==> src/rtl/memory_access_stage.sv <==
// Pipeline M stage: issues load/store requests to a variable-latency data port,
// steers store byte lanes, formats load data and registers the MEM/WB contents.
//
// state | meaning
// IDLE  | no access outstanding; non-memory ops flow straight to W
// WAIT  | request held on dmem_*; upstream stalled until dmem_ack
module memory_access_stage #(
    parameter int WORD_SIZE = 32
) (
    input  logic                 clk,
    input  logic                 rst,
    input  logic                 ValidM,
    input  logic [WORD_SIZE-1:0] ALUResultM,
    input  logic [WORD_SIZE-1:0] WriteDataM,
    input  logic [WORD_SIZE-1:0] PCPlus4M,
    input  logic [4:0]           RdM,
    input  logic                 RegWriteM,
    input  logic                 MemWriteM,
    input  logic [1:0]           ResultSrcM,
    input  logic [2:0]           funct3M,
    output logic                 StallM,
    output logic                 MisalignedM,
    output logic                 dmem_req,
    output logic                 dmem_we,
    output logic [WORD_SIZE-1:0] dmem_addr,
    output logic [3:0]           dmem_be,
    output logic [WORD_SIZE-1:0] dmem_wdata,
    input  logic                 dmem_ack,
    input  logic [WORD_SIZE-1:0] dmem_rdata,
    output logic [WORD_SIZE-1:0] ALUResultW,
    output logic [WORD_SIZE-1:0] ReadDataW,
    output logic [WORD_SIZE-1:0] PCPlus4W,
    output logic [4:0]           RdW,
    output logic                 RegWriteW,
    output logic [1:0]           ResultSrcW
);

    typedef enum logic {IDLE, WAIT} state_t;

    state_t               stateQ, stateD;
    logic                 memOp, sizeByte, sizeHalf, misaligned, issue;
    logic [3:0]           reqBe;
    logic [WORD_SIZE-1:0] reqWdata, loadData;
    logic [7:0]           ldByte;
    logic [15:0]          ldHalf;
    logic [1:0]           resultSrcEff;

    always_comb begin
        memOp        = ValidM & (MemWriteM | (ResultSrcM == 2'b01));
        // funct3 codes outside the legal set for the op type fall back to word access
        sizeByte     = (funct3M == 3'b000) | (!MemWriteM & (funct3M == 3'b100));
        sizeHalf     = (funct3M == 3'b001) | (!MemWriteM & (funct3M == 3'b101));
        misaligned   = memOp & ((sizeHalf & ALUResultM[0]) |
                                (!sizeByte & !sizeHalf & (ALUResultM[1:0] != 2'b00)));
        issue        = (stateQ == IDLE) & memOp & !misaligned;
        resultSrcEff = (ResultSrcM == 2'b11) ? 2'b00 : ResultSrcM;

        stateD      = stateQ;
        StallM      = 1'b0;
        MisalignedM = 1'b0;
        case (stateQ)
            IDLE: begin
                MisalignedM = misaligned;
                if (issue) begin
                    StallM = 1'b1;
                    stateD = WAIT;
                end
            end
            WAIT: begin
                StallM = !dmem_ack;
                if (dmem_ack) stateD = IDLE;
            end
            default: stateD = IDLE;
        endcase

        reqBe    = 4'b1111;
        reqWdata = WriteDataM;
        if (MemWriteM && sizeByte) begin
            reqBe    = 4'b0001 << ALUResultM[1:0];
            reqWdata = {4{WriteDataM[7:0]}};
        end else if (MemWriteM && sizeHalf) begin
            reqBe    = 4'b0011 << ALUResultM[1:0];
            reqWdata = {2{WriteDataM[15:0]}};
        end

        case (ALUResultM[1:0])
            2'b00:   ldByte = dmem_rdata[7:0];
            2'b01:   ldByte = dmem_rdata[15:8];
            2'b10:   ldByte = dmem_rdata[23:16];
            default: ldByte = dmem_rdata[31:24];
        endcase
        ldHalf = ALUResultM[1] ? dmem_rdata[31:16] : dmem_rdata[15:0];
        case (funct3M)
            3'b000:  loadData = {{(WORD_SIZE-8){ldByte[7]}}, ldByte};
            3'b100:  loadData = {{(WORD_SIZE-8){1'b0}}, ldByte};
            3'b001:  loadData = {{(WORD_SIZE-16){ldHalf[15]}}, ldHalf};
            3'b101:  loadData = {{(WORD_SIZE-16){1'b0}}, ldHalf};
            default: loadData = dmem_rdata;
        endcase
    end

    always_ff @(posedge clk) begin
        if (rst) begin
            stateQ     <= IDLE;
            dmem_req   <= 1'b0;
            dmem_we    <= 1'b0;
            dmem_addr  <= '0;
            dmem_be    <= 4'b0000;
            dmem_wdata <= '0;
            ALUResultW <= '0;
            ReadDataW  <= '0;
            PCPlus4W   <= '0;
            RdW        <= 5'd0;
            RegWriteW  <= 1'b0;
            ResultSrcW <= 2'b00;
        end else begin
            stateQ <= stateD;
            if (issue) begin
                dmem_req   <= 1'b1;
                dmem_we    <= MemWriteM;
                dmem_addr  <= {ALUResultM[WORD_SIZE-1:2], 2'b00};
                dmem_be    <= reqBe;
                dmem_wdata <= reqWdata;
            end else if ((stateQ == WAIT) && dmem_ack) begin
                dmem_req <= 1'b0;
            end

            // Stalled cycles retire a bubble so the held instruction never retires twice
            if (!StallM && (stateQ == WAIT)) begin
                ALUResultW <= ALUResultM;
                ReadDataW  <= MemWriteM ? '0 : loadData;
                PCPlus4W   <= PCPlus4M;
                RdW        <= RdM;
                RegWriteW  <= RegWriteM & !MemWriteM;
                ResultSrcW <= resultSrcEff;
            end else if (!StallM && ValidM && !memOp) begin
                ALUResultW <= ALUResultM;
                ReadDataW  <= '0;
                PCPlus4W   <= PCPlus4M;
                RdW        <= RdM;
                RegWriteW  <= RegWriteM;
                ResultSrcW <= resultSrcEff;
            end else begin
                ALUResultW <= '0;
                ReadDataW  <= '0;
                PCPlus4W   <= '0;
                RdW        <= 5'd0;
                RegWriteW  <= 1'b0;
                ResultSrcW <= 2'b00;
            end
        end
    end

endmodule

==> config.mk <==
export PLATFORM = sky130hd
export DESIGN_NAME = memory_access_stage
export DESIGN_NICKNAME = d
export VERILOG_FILES = /design/src/rtl/memory_access_stage.sv
export SDC_FILE = /design/constraint.sdc
export NUM_CORES = 1
export LEC_CHECK = 0
export BUFFER_PORTS_ARGS = -buffer_cell sky130_fd_sc_hd__buf_2
export CAP_MARGIN = 10
export CORE_MARGIN = 2
export CORE_UTILIZATION = 43
export DETAILED_ROUTE_END_ITERATION = 8
export PLACE_DENSITY = 0.8
export SLEW_MARGIN = 20
export SYNTH_ARGS = -nofsm -noshare
export SYNTH_HDL_FRONTEND = slang
export SYNTH_SLANG_ARGS = --single-unit
==> constraint.sdc <==
create_clock -name clk -period 2.7 [get_ports clk]
set_input_delay 0.135 -clock clk [delete_from_list [all_inputs] [get_ports clk]]
set_output_delay 0.135 -clock clk [all_outputs]
set_load 0.05 [all_outputs]
==> reports/qor.yml, run 1 <==
die:
  floorplan.initialDensity: 0.443
  io_pins: 320
  fp-row-count: 45
  die-area_sq_um: 16800
  coreArea_sq_um: 15300
  dieWidth_microns: 130
  die_y_microns: 130
synthesis:
  ys_warn_count: 0
  synth_seq_area_share: 0.511
  syn_area_per_cell_sq_um: 9.68
  synth_cell_type_count: 46
  syn_inst: 700
  synth_ff_type: "dfxtp_1"
  synth_edf_count: 0
  syn-cell-area_sq_um: 6780
  synth-async-reset-ratio: 0
  ys_ff_latch: 173
global_route:
  grt_pass1_wl_microns: 37500
  gr-total-overflow: 0
  antenna_found_initial: 1
  grt_max_degree: 72
  grt_pass1_vias: 6951
  grtUsageTotal: 0.291
pwr:
  totalPowerFinal_w: 0.00635
  ir_worst_vdd_mv: 0.407
  leakage_nw: 4.59
  p_per_area_nw_per_um2: 635
clock_tree:
  cts_root_buffer: "clkbuf_16"
  cts_sinks: 173
  cts.clk_slew.worst_paths_ns: 0.07
  cts_buffer_depth: 2
  clk_latency_ns: 0.43
  htreeDepth: 4
  cts_hold_buf: 96
  cts_buffers: 17
  cts_setup_buffers: 0
  cts_tree: "built"
  cts_resized: 0
finish:
  drive_gt1_frac: 0.391
  layout-area-overhead-vs-synth_pct: 47.7
  final_common_cell: "buf_2"
  n_fill_cell: 1209
  utilization: 0.654
  layout_common_cells: "317 x buf_2, 173 x dfxtp_1, 96 x dlygate4sd3_1, 75 x nand2_1, 74 x a21oi_1"
  fin_nets: 1231
detailed_routing:
  firstDrtPassIters: 5
  drc: 0
  drt_wl_total_microns: 25400
  vias: 7057
  routedWlPerCell_microns: 19.4
  avgViaCountPerCell: 5.39
  postRouteAntennaNets: 0
  drt_iter0_markers: 671
timing:
  period_share: 0.868
  timing.fmax_ghz: 0.427
  drv_slew: 0
  setup_ws_ns: 0.358
  slew-limit-headroom: 0.432
  tightest_slew_ns: 0.852
  fin_tns_setup_ns: 0
  rsz0062_at_grt: "false"
  setup_violations: 0
  finalClockSkew_ns: 0.0114
  hold_violations: 0
  period_minus_slack_ns: 2.34
  timing.hold.ws_ns: 0.0136
critical_path:
  cp_slowest_cell: "a21o_2"
  cpPeakStageDelay_ns: 0.65
  worstSetupPathType: "in -> out"
  crit_top_cell: "buf_2"
  cp-start-kind: "input port"
  cp_num_buf_inv: 4
  cp.required_ns: 2.57
  cp_cell_sequence: "dlygate4sd3_1 > buf_2 > nand2b_1 > a21o_2 > buf_12 > nor2_1 > buf_2"
  end_kind: "primary output"
  cp_max_fo: 26
  critPathTopFamily: "buffers and inverters"
  arrival_ns: 2.21
outcome:
  status: "finished, final reports clean"
placement:
  gp_congestion: 0.932
  pre_cts_ws_ns: 0.504
  hpwl_microns: 16500
  placement.io_buffers: 317
flow_run:
  cap_violations: 0
hold_path:
  hp-class: "in -> reg"
## sequential cells by signal (all words and copies together) (netlist names), 2 cells and up
| signal | count |
|---|---|
| ReadDataW | 32 |
| ResultSrcW | 2 |
| RdW | 5 |
| dmem_be | 4 |
| dmem_addr | 30 |
| PCPlus4W | 32 |
| ALUResultW | 32 |
| dmem_wdata | 32 |
## per-layer routing
metal | part of all wire | global-route usage | wire length (microns)
met5 | 0 | 0 | 0
met4 | 0.065 | 0.195 | 1650
met3 | 0.077 | 0.0888 | 1950
met2 | 0.50 | 0.504 | 12600
met1 | 0.36 | 0.304 | 9130
## worst reg2reg max path, stage by stage (launching register included)
cell           delay (ns)
dfxtp_1              0.33
nand2b_1             0.21
nand3b_1             0.23
a21oi_4              0.16
buf_4                0.49
and3b_1              0.25
dlygate4sd3_1        0.54
## where the power goes
part | switching (W) | internal [W] | leakage (nW) | total [W]
Combinational | 0.000767 | 0.000383 | 2.88 | 0.00115
Sequential | 0.0000387 | 0.00264 | 1.40 | 0.00268
Clock | 0.00119 | 0.00134 | 0.300 | 0.00253
Total | 0.00199 | 0.00436 | 4.59 | 0.00635
## final timing paths
| check | cells past startpoint | startpoint | slack (ns) | end |
|---|---|---|---|---|
| worst min-delay path | 3 | WriteDataM[0] | 0.01 | dmem_wdata[0] |
| worst max register to register | 6 | stateQ | 0.45 | ResultSrcW[1] |
| worst min register to register | 2 | dmem_addr[30] | 0.47 | dmem_addr[30] |
| worst max-delay path | 7 | ResultSrcM[1] | 0.36 | MisalignedM |
## cell usage after synthesis, drive strengths merged (4+ instances only)
| master | number | share of area |
|---|---|---|
| a2111oi | 10 | 0.024 |
| a21oi | 98 | 0.085 |
| a222oi | 6 | 0.0089 |
| a22o | 13 | 0.017 |
| a22oi | 15 | 0.017 |
| a311oi | 20 | 0.026 |
| a31o | 8 | 0.010 |
| and2 | 69 | 0.064 |
| buf | 41 | 0.040 |
| clkbuf | 27 | 0.015 |
| dfxtp | 173 | 0.51 |
| ha | 4 | 0.0074 |
| inv | 6 | 0.0033 |
| mux2 | 10 | 0.017 |
| mux2i | 4 | 0.0078 |
| nand2 | 75 | 0.042 |
| nand3 | 39 | 0.029 |
| nor2 | 5 | 0.0063 |
| o21ai | 56 | 0.047 |
## cell families after synthesis
group | after synthesis | synth area share
buffers and inverters | 74 | 0.0583
other | 1 | 0.000553
adders and majority gates | 4 | 0.00738
DFF | 173 | 0.511
and+or+nand+nor | 204 | 0.158
muxes | 14 | 0.0249
AOI/OAI and AO/OA | 230 | 0.240
## final cells by class
class	count	area, sq um	share of cell area
diodes	2	5.00	0.000500
clock buffers	17	425	0.0425
clock inverters	15	190	0.0190
inverters	6	22.5	0.00225
multi-input cells	454	2940	0.294
flip-flops and latches	173	3460	0.346
well taps	211	264	0.0264
repair buffers	431	2700	0.269
## per-stage QoR
stage	cells	cell area (sq um)
6_report	1309	10000
5_1_grt	1308	10000
4_1_cts	1307	10000
3_5_place_dp	1179	8430
3_3_place_gp	1179	8430
2_1_floorplan	701	6780
No activity file was read; power rests on OpenSTA's default activity.
==> run 2, diff against run 1 <==
Settings changed: RECOVER_POWER from default to 100.
==> reports/qor.yml, run 2 (synthesis gave the netlist of run 1 again) <==
outcome:
  status: "finished, final reports clean"
critical_path:
  r2r_setup_slack_ns: 0.38  # -0.07 ns
  cp-start-kind: "input port"
  r2r-start: "stateQ"
  cp.required_ns: 2.57  # about the same
  r2r_cells: 4  # -2
  end_kind: "primary output"
  cp_max_fo: 26  # unchanged
  worstSetupPathType: "in -> out"
  r2r-end: "ReadDataW[7]"
  arrival_ns: 2.33  # +0.12 ns
flow_run:
  cap_violations: 0  # unchanged
pwr:
  p_per_area_nw_per_um2: 652  # +2.6%
  ir_worst_vdd_mv: 0.405  # -0.65%
  leakage_nw: 3.80  # -17%
timing:
  timing.fmax_ghz: 0.406  # -5.0%
  slew-limit-headroom: 0.140  # -0.292
  hold_violations: 0  # unchanged
  period_minus_slack_ns: 2.47  # +0.123 ns
  timing.hold.ws_ns: 0.0162  # +0.00262 ns
  fin_tns_setup_ns: 0  # unchanged
  setup_violations: 0  # unchanged
  finalClockSkew_ns: 0.0126  # +0.00128 ns
  drv_slew: 0  # unchanged
  period_share: 0.913  # +0.0456
  rsz0062_at_grt: "false"
  tightest_slew_ns: 1.29  # +0.438 ns
die:
  dieWidth_microns: 130  # unchanged
  io_pins: 320  # unchanged
  die-area_sq_um: 16800  # unchanged
  die_y_microns: 130  # unchanged
  fp-row-count: 45  # unchanged
  coreArea_sq_um: 15300  # unchanged
  floorplan.initialDensity: 0.443  # unchanged
placement:
  gp_congestion: 0.932  # unchanged
  hpwl_microns: 16500  # unchanged
  dp_cells: 1179  # unchanged
  placement.io_buffers: 317  # unchanged
finish:
  final_common_cell: "clkbuf_1"
  layout-area-overhead-vs-synth_pct: 42.8
  layout_common_cells: "176 x clkbuf_1, 173 x dfxtp_1, 143 x buf_2, 96 x dlygate4sd3_1, 79 x a21oi_1"
  fin_nets: 1231  # unchanged
  regArea_sq_um: 3460  # unchanged
  n_fill_cell: 1346  # +11%
  drive_gt1_frac: 0.212  # -0.180
  instances_no_fill: 1309  # unchanged
  multiInputGateArea_sq_um: 2840  # -3.5%
global_route:
  grt_max_degree: 72  # unchanged
  grt_pass1_wl_microns: 37500  # unchanged
  antenna_found_initial: 1  # unchanged
  grt_pass1_vias: 6951  # unchanged
  grtUsageTotal: 0.291  # unchanged
  gr-total-overflow: 0  # unchanged
clock_tree:
  cts_root_buffer: "clkbuf_16"
  clk_latency_ns: 0.43  # about the same
  cts.clk_slew.worst_paths_ns: 0.07  # about the same
  cts_tree: "built"
  cts_buffer_depth: 2  # unchanged
  htreeDepth: 4  # unchanged
  cts_sinks: 173  # unchanged
  cts_setup_buffers: 0  # unchanged
  cts_buffers: 17  # unchanged
  cts_resized: 0  # unchanged
detailed_routing:
  drt_iter0_markers: 686  # +2.2%
  routedWlPerCell_microns: 19.5  # +0.60%
  firstDrtPassIters: 5  # unchanged
  vias: 7055  # -0.028%
  drt_wl_total_microns: 25500  # +0.60%
  avgViaCountPerCell: 5.39  # about the same
  postRouteAntennaNets: 0  # unchanged
  drc: 0  # unchanged
hold_path:
  hold_path.startpoint: "WriteDataM[16]"
  holdPathEnd: "dmem_wdata[16]"
  hold_depth: 3  # unchanged
  hp-class: "in -> reg"
## run 2: where the power goes
group          total [W]  internal, W  switching, W
sequential       0.00268      0.00264     0.0000402
clock            0.00253      0.00134       0.00119
combinational    0.00110     0.000348      0.000754
## run 2: worst max path at each step
stage / end / start / cells after the start
after global routing: MisalignedM / ResultSrcM[1] / 7
after CTS: MisalignedM / ResultSrcM[1] / 7
after floorplan: MisalignedM / ALUResultM[1] / 8
after global placement: ReadDataW[30] / ALUResultM[0] / 7
final: MisalignedM / ResultSrcM[1] / 7
after detailed placement: ReadDataW[17] / ALUResultM[0] / 7
## run 2: through the flow
step	util	power, W	setup slack [ns]	area [sq um]
after global routing	0.632	0.00651	0.175	9680
after CTS	0.653	0.00636	0.367	10000
after detailed placement	0.550	0.00375	0.504	8430
after global placement	0.550	0.00373	0.611	8430
after floorplan	-	0.00343	0.412	6780
final	0.632	0.00631	0.235	9680
## run 2: repair_timing
item,in CTS,in global routing
hold endpoints to repair,126,0
setup endpoints to repair,0,0
hold buffers,96,0
## run 2: area by class of cell
| class | instances | area share |
|---|---|---|
| well taps | 211 | 0.0273 |
| flip-flops and latches | 173 | 0.358 |
| clock buffers | 17 | 0.0440 |
| diodes | 2 | 0.000517 |
| repair buffers | 431 | 0.255 |
| clock inverters | 15 | 0.0197 |
| inverters | 6 | 0.00233 |
| multi-input cells | 454 | 0.293 |
## run 2: critical path: stages
cell	delay, ns
dlygate4sd3_1	0.53
buf_2	0.12
nand2b_1	0.24
a21o_2	0.46
buf_12	0.25
nor2_1	0.11
clkbuf_1	0.48
## run 2: per-layer routing
metal,global-route usage,routed length [microns],part of all wire
met5,0,0,0
met4,0.195,1630,0.064
met3,0.0888,2050,0.080
met1,0.304,9160,0.36
met2,0.504,12700,0.50
==> run 3, diff against run 2 <==
Settings changed: ABC_AREA from default to 1, PLACE_DENSITY 0.8 to 0.79.
==> reports/qor.yml, run 3 <==
synthesis:
  synth-async-reset-ratio: 0  # unchanged
  synth_most_common_cell: "nand2_1"
  syn-cell-area_sq_um: 7070  # +4.3%
  synth_top_area_frac: 0.490  # -0.0212
  synth_cell_type_count: 24  # -48%
  synth_common_cells: "325 x nand2_1, 242 x nor2_1, 173 x dfxtp_1"
  ys_warn_count: 0  # unchanged
  synth_edf_count: 0  # unchanged
  ys_top_cells_by_area: "dfxtp_1 49%, nand2_1 17%, nor2_1 13%"
  ys_ff_latch: 173  # unchanged
  synth_seq_area_share: 0.490  # -0.0212
  synth_top_cell_by_area: "dfxtp_1"
  synth_ff_type: "dfxtp_1"
  syn_area_per_cell_sq_um: 6.81  # -30%
  syn_inst: 1038  # +48%
detailed_routing:
  drc: 0  # unchanged
  firstDrtPassIters: 7  # +2
  postRouteAntennaNets: 0  # unchanged
  vias: 7874  # +12%
  drt_iter0_markers: 538  # -22%
  routedWlPerCell_microns: 15.1  # -23%
  drt_wl_total_microns: 24600  # -3.4%
  avgViaCountPerCell: 4.81  # -11%
critical_path:
  r2r_cells: 5  # +1
  cp-start-kind: "input port"
  r2r-start: "stateQ"
  r2r_setup_slack_ns: 0.45  # +0.07 ns
  r2r-end: "ReadDataW[13]"
  cp_max_fo: 58  # +120%
  arrival_ns: 2.84  # +0.51 ns
  cp.required_ns: 3.02  # +0.45 ns
  worstSetupPathType: "in -> reg"
  end_kind: "register"
clock_tree:
  cts_hold_buf: 71  # -26%
  cts_setup_buffers: 0  # unchanged
  htreeDepth: 4  # unchanged
  cts_tree: "built"
  clk_latency_ns: 0.43  # about the same
  cts_resized: 0  # unchanged
  cts_root_buffer: "clkbuf_16"
  cts_sinks: 173  # unchanged
  cts_buffer_depth: 2  # unchanged
  cts_buffers: 17  # unchanged
  cts.clk_slew.worst_paths_ns: 0.07  # about the same
hold_path:
  hold_path.startpoint: "dmem_rdata[10]"
  hold_depth: 3  # unchanged
  holdPathEnd: "ReadDataW[10]"
  hp-class: "in -> reg"
finish:
  fin_nets: 1553  # +26%
  multiInputGateArea_sq_um: 2910  # +2.5%
  final_common_cell: "nand2_1"
  layout_common_cells: "325 x nand2_1, 242 x nor2_1, 176 x clkbuf_1, 173 x dfxtp_1, 143 x buf_2"
  layout-area-overhead-vs-synth_pct: 39.6
  n_fill_cell: 1490  # +11%
  drive_gt1_frac: 0.140  # -0.0713
  regArea_sq_um: 3460  # unchanged
  final_area_sq_um: 9870  # +2.0%
placement:
  gp_congestion: 0.918  # -1.6%
  hpwl_microns: 16400  # -0.56%
  placed_cell_area_sq_um: 8800  # +4.4%
  placement.io_buffers: 317  # unchanged
outcome:
  status: "finished with violations"
  violations: "max-capacitance violations, max-slew violations"
die:
  floorplan.initialDensity: 0.442  # -0.000667
  io_pins: 320  # unchanged
  dieWidth_microns: 132  # +2.1%
  fp-row-count: 46  # +2.2%
  coreArea_sq_um: 16000  # +4.5%
  die-area_sq_um: 17500  # +4.2%
  die_y_microns: 132  # +2.1%
pwr:
  p_per_area_nw_per_um2: 658  # +1.0%
  ir_worst_vdd_mv: 0.394  # -2.6%
  leakage_nw: 4.82  # +27%
global_route:
  antenna_found_initial: 3  # +2
  grt_max_degree: 69  # -4.2%
  grt_pass1_wl_microns: 38400  # +2.3%
  gr-total-overflow: 0  # unchanged
  grt_pass1_vias: 7532  # +8.4%
  grtUsageTotal: 0.274  # -0.0170
flow_run:
  cap_violations: 1  # +1
timing:
  rsz0062_at_grt: "false"
  hold_violations: 0  # unchanged
  slew-limit-headroom: -0.00784  # -0.148
  setup_violations: 0  # unchanged
  drv_slew: 50  # +50
  fin_tns_setup_ns: 0  # unchanged
  finalClockSkew_ns: 0.0143  # +0.00165 ns
  timing.fmax_ghz: 0.397  # -2.2%
  tightest_slew_ns: 1.51  # +0.220 ns
  period_minus_slack_ns: 2.52  # +0.0543 ns
  period_share: 0.933  # +0.0201
## run 3: worst max-delay path by stage
stage	startpoint	end	slack (ns)	depth (start not counted)
4_1_cts	ResultSrcM[1]	dmem_addr[30]	0.31	11
6_report	rst	PCPlus4W[26]	0.18	6
5_1_grt	rst	PCPlus4W[26]	0.03	6
2_1_floorplan	ALUResultM[1]	stateQ	0.81	9
3_3_place_gp	ALUResultM[0]	dmem_wdata[5]	0.44	11
3_5_place_dp	ALUResultM[0]	dmem_be[0]	0.37	11
## run 3: final cells by class
type / count / share of cell area
Antenna cell: 2 / 0.000507
Clock buffer: 17 / 0.0431
Clock inverter: 15 / 0.0186
Inverter: 108 / 0.0411
Multi-Input combinational cell: 700 / 0.295
Sequential cell: 173 / 0.351
Tap cell: 216 / 0.0274
Timing Repair Buffer: 405 / 0.223
## run 3: critical path, cell delays in order
cell and delay [ns]:
dlygate4sd3_1 0.55, clkbuf_1 0.20, inv_1 1.13, buf_6 0.48, nand2_1 0.10, nor2_1 0.20
## run 3: where the power goes
| part | switching [W] | total [W] | internal, W | leakage [nW] |
|---|---|---|---|---|
| clock | 0.00122 | 0.00248 | 0.00127 | 0.296 |
| sequential | 0.0000544 | 0.00273 | 0.00267 | 1.41 |
| combinational | 0.000936 | 0.00129 | 0.000352 | 3.11 |
## run 3: metal layers
metal / part of all wire / track usage
met5: 0.00053 / 0
met4: 0.042 / 0.130
met3: 0.086 / 0.0796
met2: 0.49 / 0.475
met1: 0.39 / 0.310
## run 3: cells by family (layout without fill, tap and decap cells)
group	Yosys count	count (layout)	synth area share
AND/OR/NAND/NOR	615	615	0.340
flip-flops	173	173	0.490
buffers and inverters	166	545	0.0982
AO/OA/AOI/OAI	79	79	0.0642
adder cells (fa/ha/maj)	4	4	0.00708
other	1	4	0.000530
## run 3: through the flow
step / util / std cells / setup WS [ns] / hold slack (ns) / power [W]
after global placement: 0.550 / 1531 / 0.437 / 0.364 / 0.00399
after floorplan: - / 1039 / 0.813 / 0.204 / 0.00363
after detailed placement: 0.550 / 1531 / 0.365 / 0.370 / 0.00400
after CTS: 0.632 / 1634 / 0.310 / 0.000475 / 0.00655
final: 0.617 / 1636 / 0.180 / 0.0141 / 0.00650
after global routing: 0.617 / 1635 / 0.0336 / 0.0109 / 0.00675
